File: config.mk
export PLATFORM = sky130hd
export DESIGN_NAME = csr_reg_ext
export DESIGN_NICKNAME = d
export VERILOG_FILES = /design/src/rtl/csr_reg_ext.sv
export SDC_FILE = /design/constraint.sdc
export NUM_CORES = 1
export LEC_CHECK = 0
export CORE_AREA = 2 2 76 78
export DETAILED_ROUTE_END_ITERATION = 12
export DIE_AREA = 0 0 78 80
export MAX_ROUTING_LAYER = met4
export PLACE_DENSITY = 0.78
export SLEW_MARGIN = 20
export SYNTH_ARGS = -nofsm -noshare
export SYNTH_HDL_FRONTEND = slang
export SYNTH_SLANG_ARGS = --single-unit
File: constraint.sdc
create_clock -name clk -period 0.9 [get_ports clk]
set_input_delay 0.225 -clock clk [delete_from_list [all_inputs] [get_ports clk]]
set_output_delay 0.225 -clock clk [all_outputs]
set_load 0.02 [all_outputs]
File: src/rtl/csr_reg_ext.sv
// rtl/csr_reg_ext.sv - single CSR cell with CSRRW/CSRRS/CSRRC decode, write masks,
// hardware update port, optional event counter and sticky software-write lock.
module csr_reg_ext #(
  parameter int               WIDTH     = 32,
  parameter logic [WIDTH-1:0] RESET_VAL = '0,
  parameter logic [WIDTH-1:0] SW_WMASK  = '1,
  parameter logic [WIDTH-1:0] HW_WMASK  = '1,
  parameter bit               COUNTER   = 1'b0,
  parameter bit               LOCKABLE  = 1'b0
) (
  input  logic             clk,
  input  logic             rst_n,
  input  logic [1:0]       csr_op_i,
  input  logic [WIDTH-1:0] wdata_i,
  input  logic             hw_we_i,
  input  logic [WIDTH-1:0] hw_wdata_i,
  input  logic             cnt_en_i,
  input  logic             lock_i,
  output logic [WIDTH-1:0] rdata_o,
  output logic             locked_o,
  output logic             ovf_o,
  output logic             sw_wr_o
);

  localparam logic [1:0] OP_NONE  = 2'b00;
  localparam logic [1:0] OP_WRITE = 2'b01;
  localparam logic [1:0] OP_SET   = 2'b10;
  localparam logic [1:0] OP_CLEAR = 2'b11;

  logic [WIDTH-1:0] q;
  logic [WIDTH-1:0] q_next;
  logic [WIDTH-1:0] sw_cand;
  logic             locked_q;
  logic             sw_acc;
  logic             cnt_inc;
  logic             ovf_next;
  logic             locked_next;

  assign sw_acc = (csr_op_i != OP_NONE) && !locked_q;

  always_comb begin
    sw_cand = q;
    case (csr_op_i)
      OP_WRITE: sw_cand = wdata_i;
      OP_SET:   sw_cand = q | wdata_i;
      OP_CLEAR: sw_cand = q & ~wdata_i;
      default:  sw_cand = q;
    endcase
  end

  // Strict priority: software > hardware > counter; losers are discarded, not merged.
  assign cnt_inc = COUNTER && !sw_acc && !hw_we_i && cnt_en_i;

  always_comb begin
    q_next = q;
    if (sw_acc) begin
      q_next = (sw_cand & SW_WMASK) | (q & ~SW_WMASK);
    end else if (hw_we_i) begin
      q_next = (hw_wdata_i & HW_WMASK) | (q & ~HW_WMASK);
    end else if (cnt_inc) begin
      q_next = q + 1'b1;
    end
  end

  // Only a genuine wrap by increment flags overflow; a write to all ones does not.
  assign ovf_next    = cnt_inc && (q == {WIDTH{1'b1}});
  assign locked_next = locked_q | (LOCKABLE && lock_i);

  always_ff @(posedge clk or negedge rst_n) begin
    if (!rst_n) begin
      q        <= RESET_VAL;
      locked_q <= 1'b0;
      ovf_o    <= 1'b0;
      sw_wr_o  <= 1'b0;
    end else begin
      q        <= q_next;
      locked_q <= locked_next;
      ovf_o    <= ovf_next;
      sw_wr_o  <= sw_acc;
    end
  end

  assign rdata_o  = q;
  assign locked_o = locked_q;

endmodule

### Yosys cells after proc, flatten, opt, wreduce, memory -nomap -nowiden

Index checks and enable logic that the tools add are counted.

| cells by class | value |
|---|---|
| equal/unequal tests | 4 |
| muxes and demuxes | 3 |
| bitwise logic cells | 3 |
| reductions and logical operators | 3 |

Operator list:

| cell | count |
|---|---|
| 32-bit one-hot mux with 3 select lines | 1 |
| 32-bit 2-to-1 mux | 2 |
| 32-bit bitwise AND | 1 |
| 32-bit NOT | 1 |
| 32-bit OR | 1 |
| 2-bit == test, second input constant | 2 |
| 4-bit by 1-bit != test with 1-bit output, second input constant | 1 |
| 2-bit nonzero test | 2 |
| 2-bit by 1-bit == test with 1-bit output, second input constant | 1 |
| 2-bit AND reduction | 1 |

| storage, ports and cells | value |
|---|---|
| register bits after elaboration | 33 |
| input port bits | 71 |

### Logic depth before layout (Yosys ltp)

| logic depth | value |
|---|---|
| word-level depth | 4 |
| depth in mapped cells | 6 |
| depth with buffers taken out | 5 |

### Least setup slack after synthesis

No wires, ideal clock.

| timing path | value |
|---|---|
| path type | in2reg |
| from | in csr_op_i[0] |
| to | reg q[0] (netlist: rdata_o[0]) |
| library setup time | 0.132 ns |
| arrival | 1.053 ns |
| slack | -0.285 ns |
| stages | 6 |
| cells stage by stage | ha_1 buf_6 buf_12 xor2_1 o221ai_1 o21ai_1 |

| on the way | value |
|---|---|
| longest elaborated chain between the ends | 3 |

Ends and longest elaborated chain:

| element | line | text |
|---|---|---|
| start: declaration | 13 | `input logic [1:0] csr_op_i,` |
| 2-bit == test (tied with other cells) | 43 | `case (csr_op_i)` |
| 32-bit one-hot mux with 3 select lines (tied with other cells) | 43 |  |
| 32-bit 2-to-1 mux or 2-bit AND reduction (tied branches) | n/a |  |
| end signal: assignment | 76 | `q <= q_next;` |
| end: declaration | 30 | `logic [WIDTH-1:0] q;` |

Parallel ways exist; a longest one is shown, timed or not.
A chain may end at the register's enable or synchronous reset.

### Worst setup path in the final report

| timing path | value |
|---|---|
| from | reg q[5] (netlist: rdata_o[5]) |
| to | out rdata_o[5] |

RTL lines:

| element | line | text |
|---|---|---|
| end: declaration | 19 | `output logic [WIDTH-1:0] rdata_o,` |

No word-level cell between the ends.

==> results.json <==
{
  "wirelength_mm": 7.399,
  "required_ns": 0.67,
  "vias_per_cell": 5.311,
  "seqPwrFrac_pct": 33.8,
  "p_switching_mw": 1.860,
  "drive_gt1_share_pct": 40.67,
  "synth_compound_area_share_pct": 21.20,
  "worstHoldPathType": "input port to flop",
  "end_kind": "primary output",
  "synth_top_family_by_area": "compound AO/OA/AOI/OAI gates",
  "tritoncts": "done",
  "r2r_cells": 3,
  "clk_latency_ns": 0.28,
  "p_leak_nw": 1.866,
  "grt_pass1_wl_mm": 10.96,
  "grt_max_degree": 34,
  "syn_inst": 189,
  "drt-wirelength-per-cell_um": 18.54,
  "ys_ff_latch": 33,
  "max-cap-violations": 0,
  "max_stage_delay_ns": 0.42,
  "outcome": "finished with violations",
  "worst_setup_path_start_kind": "flop",
  "ff2ff_setup_slack_ns": -0.03,
  "cts_buffers": 5,
  "numPortBuffers": 101,
  "p_per_area_nw_per_um2": 1371,
  "cts_max_path_buffers": 2,
  "cp_num_buf_inv": 1,
  "htreeDepth": 2,
  "critical_path.top_delay_family": "flip-flops",
  "num_vias": 2119,
  "cp.depth": 1,
  "drtPass1Iterations": 4,
  "path_max_fanout": 2,
  "drv_slew": 0,
  "fp-row-count": 27,
  "syn_avg_cell_area_sq_um": 11.02,
  "synth_area_sq_um": 2083,
  "ios": 106,
  "drt-initial-drc-count": 131,
  "cp_cell_sequence": "buf_6",
  "post-route-period-util_pct": 119.9,
  "crit_slowest_cell": "dfrtp_1",
  "fmax_mhz": 926.5,
  "overflow": 0,
  "place_congestion": 0.8105,
  "die_x_um": 78,
  "seq_area_frac_synth_pct": 39.64,
  "area_delta_synth_final_pct": 95.92,
  "finalHoldViolations": 0,
  "route.detailed.drc": 0,
  "p_int_mw": 3.736,
  "whs_path_depth": 3,
  "finalClockSkew_ns": 0,
  "hold_ws_ns": 0.2813,
  "yosys.area_share.simple_pct": 0.3604,
  "power.share.combinational_pct": 45.3,
  "synth-xor-area-share_pct": 13.45,
  "min_period_ns": 1.079,
  "start_util_pct": 38.54,
  "violations": "setup timing",
  "gr-usage-all-layers_pct": 22.91,
  "cts.sinks": 33,
  "ys_types": 18,
  "muxShareOfSynthArea_pct": 14.89,
  "yosysWarnings": 0,
  "antenna_cells": 0,
  "grt_antenna_before_repair": 0,
  "clock_power_share_pct": 20.9,
  "ant_nets": 0,
  "tns_ns": -5.432,
  "vdd_drop_max_uv": 892.9,
  "dieArea_sq_um": 6240,
  "coreArea_sq_um": 5405,
  "arrival_ns": 0.85,
  "rsz0062_at_grt": "true",
  "synth_fa_ha_area_share_pct": 1.802,
  "root_buffer": "clkbuf_8",
  "fillCellCount": 377,
  "fin_ws_ns": -0.1793,
  "die_h_um": 80,
  "clkTransAtPathRegs_ns": 0.07,
  "p_sw_share_pct": 33.24,
  "hpwl_mm": 4.141,
  "final-setup-viol-count": 60,
  "nets": 401,
  "path_class": "flop to primary output",
  "grt_pass1_vias": 2227
}
## metal layers
layer	share of wire (%)	global-route usage, %	up-vias
li1	-	-	980
met1	42	27.55	1051
met2	52	38.79	77
met3	4.7	4.977	11
met4	1.2	7.018	0
met5	0	-	-
## power groups by stage
stage               logic, mW  clock network, mW  registers, mW
floorplan               0.601                  0           2.13
global placement         1.93                  0           1.86
detailed placement       1.97                  0           1.86
CTS                      2.27               1.18           1.86
global route             2.69               1.26           1.91
finish                   2.53               1.17           1.89
## worst register-to-register path, cell delays in order, from the launching register on
cell and delay (ns):
dfrtp_1 0.41, buf_6 0.13, o221ai_2 0.18, o21ai_1 0.09
## cell type report
type | instances | area [sq um] | share of cell area (%)
Sequential cell | 33 | 825.8 | 20.23
Tap cell | 72 | 90.09 | 2.207
Inverter | 4 | 31.28 | 0.7664
Timing Repair Buffer | 149 | 1682 | 41.20
Multi-Input combinational cell | 134 | 1366 | 33.48
Clock buffer | 7 | 86.33 | 2.115
## per-stage QoR
step / std cells / power (mW) / utilization [%] / setup WS [ns] / area (sq um)
final: 399 / 5.596 / 75.51 / -0.1793 / 4081
after global routing: 399 / 5.861 / 75.51 / -0.2063 / 4081
after CTS: 395 / 5.319 / 69.28 / -0.1794 / 3745
after detailed placement: 372 / 3.829 / 61.32 / -0.8024 / 3314
after global placement: 372 / 3.785 / 61.32 / -0.7666 / 3314
after floorplan: 190 / 2.735 / - / -0.1914 / 2102
## state kept, by name, summed over array words and instances (netlist names)
name and flops:
rdata_o 32, sw_wr_o 1
## layout by cell type (no fill, tap or decap)
master           synthesis  layout
o32ai_2                  0       1
dlygate4sd3_1            0       1
mux2i_1                 31      31
dlygate4sd2_1            0      17
clkinvlp_4               0       1
a31oi_1                  1       1
xor2_1                  32      24
buf_2                    6       2
dlymetal6s2s_1           0       9
clkbuf_8                 0       6
conb_1                   1       2
dfrtp_1                 33      33
ha_4                     0       3
o21ai_2                  0       1
inv_1                    3       2
buf_16                   0       2
clkbuf_1                 3       1
buf_6                    2      49
o21ai_1                 31      30
clkinv_8                 0       1
o221ai_1                31       5
buf_4                    3      17
buf_8                    0       2
nand2_2                  0       1
o221ai_2                 0      26
clkdlybuf4s50_1          0      38
clkbuf_16                0       3
xor2_2                   0       8
nand2_4                  0       1
buf_12                   3       9
## cell families (layout without fill, tap and decap cells)
family                     after synthesis  after routing
xor gates and xnor gates                32             32
AOI/OAI and AO/OA                       64             64
DFF                                     33             33
muxes                                   31             31
buffers and inverters                   23            160
adders and majority gates                3              3
and+or+nand+nor                          2              2
other                                    1              2
## what timing repair did
item                                   in CTS  in global routing
setup endpoints to repair                  66                 65
hold buffers                                1                  0
endpoints found under the hold margin      33                  0
setup buffers                              16                  6
pin swaps                                   7                 13
gates resized for setup                   249                 62
cloned                                      3                  3
## worst paths after layout
check                                           to               startpoint
min in group asynchronous  rdata_o[10]$_DFFE_PN0P_                    rst_n
hold / removal              rdata_o[2]$_DFFE_PN0P_               wdata_i[2]
setup / recovery                        rdata_o[5]   rdata_o[5]$_DFFE_PN0P_
max in group asynchronous  rdata_o[24]$_DFFE_PN0P_                    rst_n
hold reg to reg            rdata_o[25]$_DFFE_PN0P_  rdata_o[25]$_DFFE_PN0P_
setup reg to reg           rdata_o[31]$_DFFE_PN0P_  rdata_o[31]$_DFFE_PN0P_
## Yosys cell counts, drive strengths merged
master | count | share of area (%)
a31oi | 1 | 0.30
buf | 14 | 6.5
clkbuf | 5 | 1.3
conb | 1 | 0.18
dfrtp | 33 | 40
ha | 3 | 1.8
inv | 4 | 0.72
mux2i | 31 | 15
nand2 | 2 | 0.36
o21ai | 31 | 7.4
o221ai | 31 | 13
o32ai | 1 | 0.42
xor2 | 32 | 13
Power figures use the tool's default switching activity.
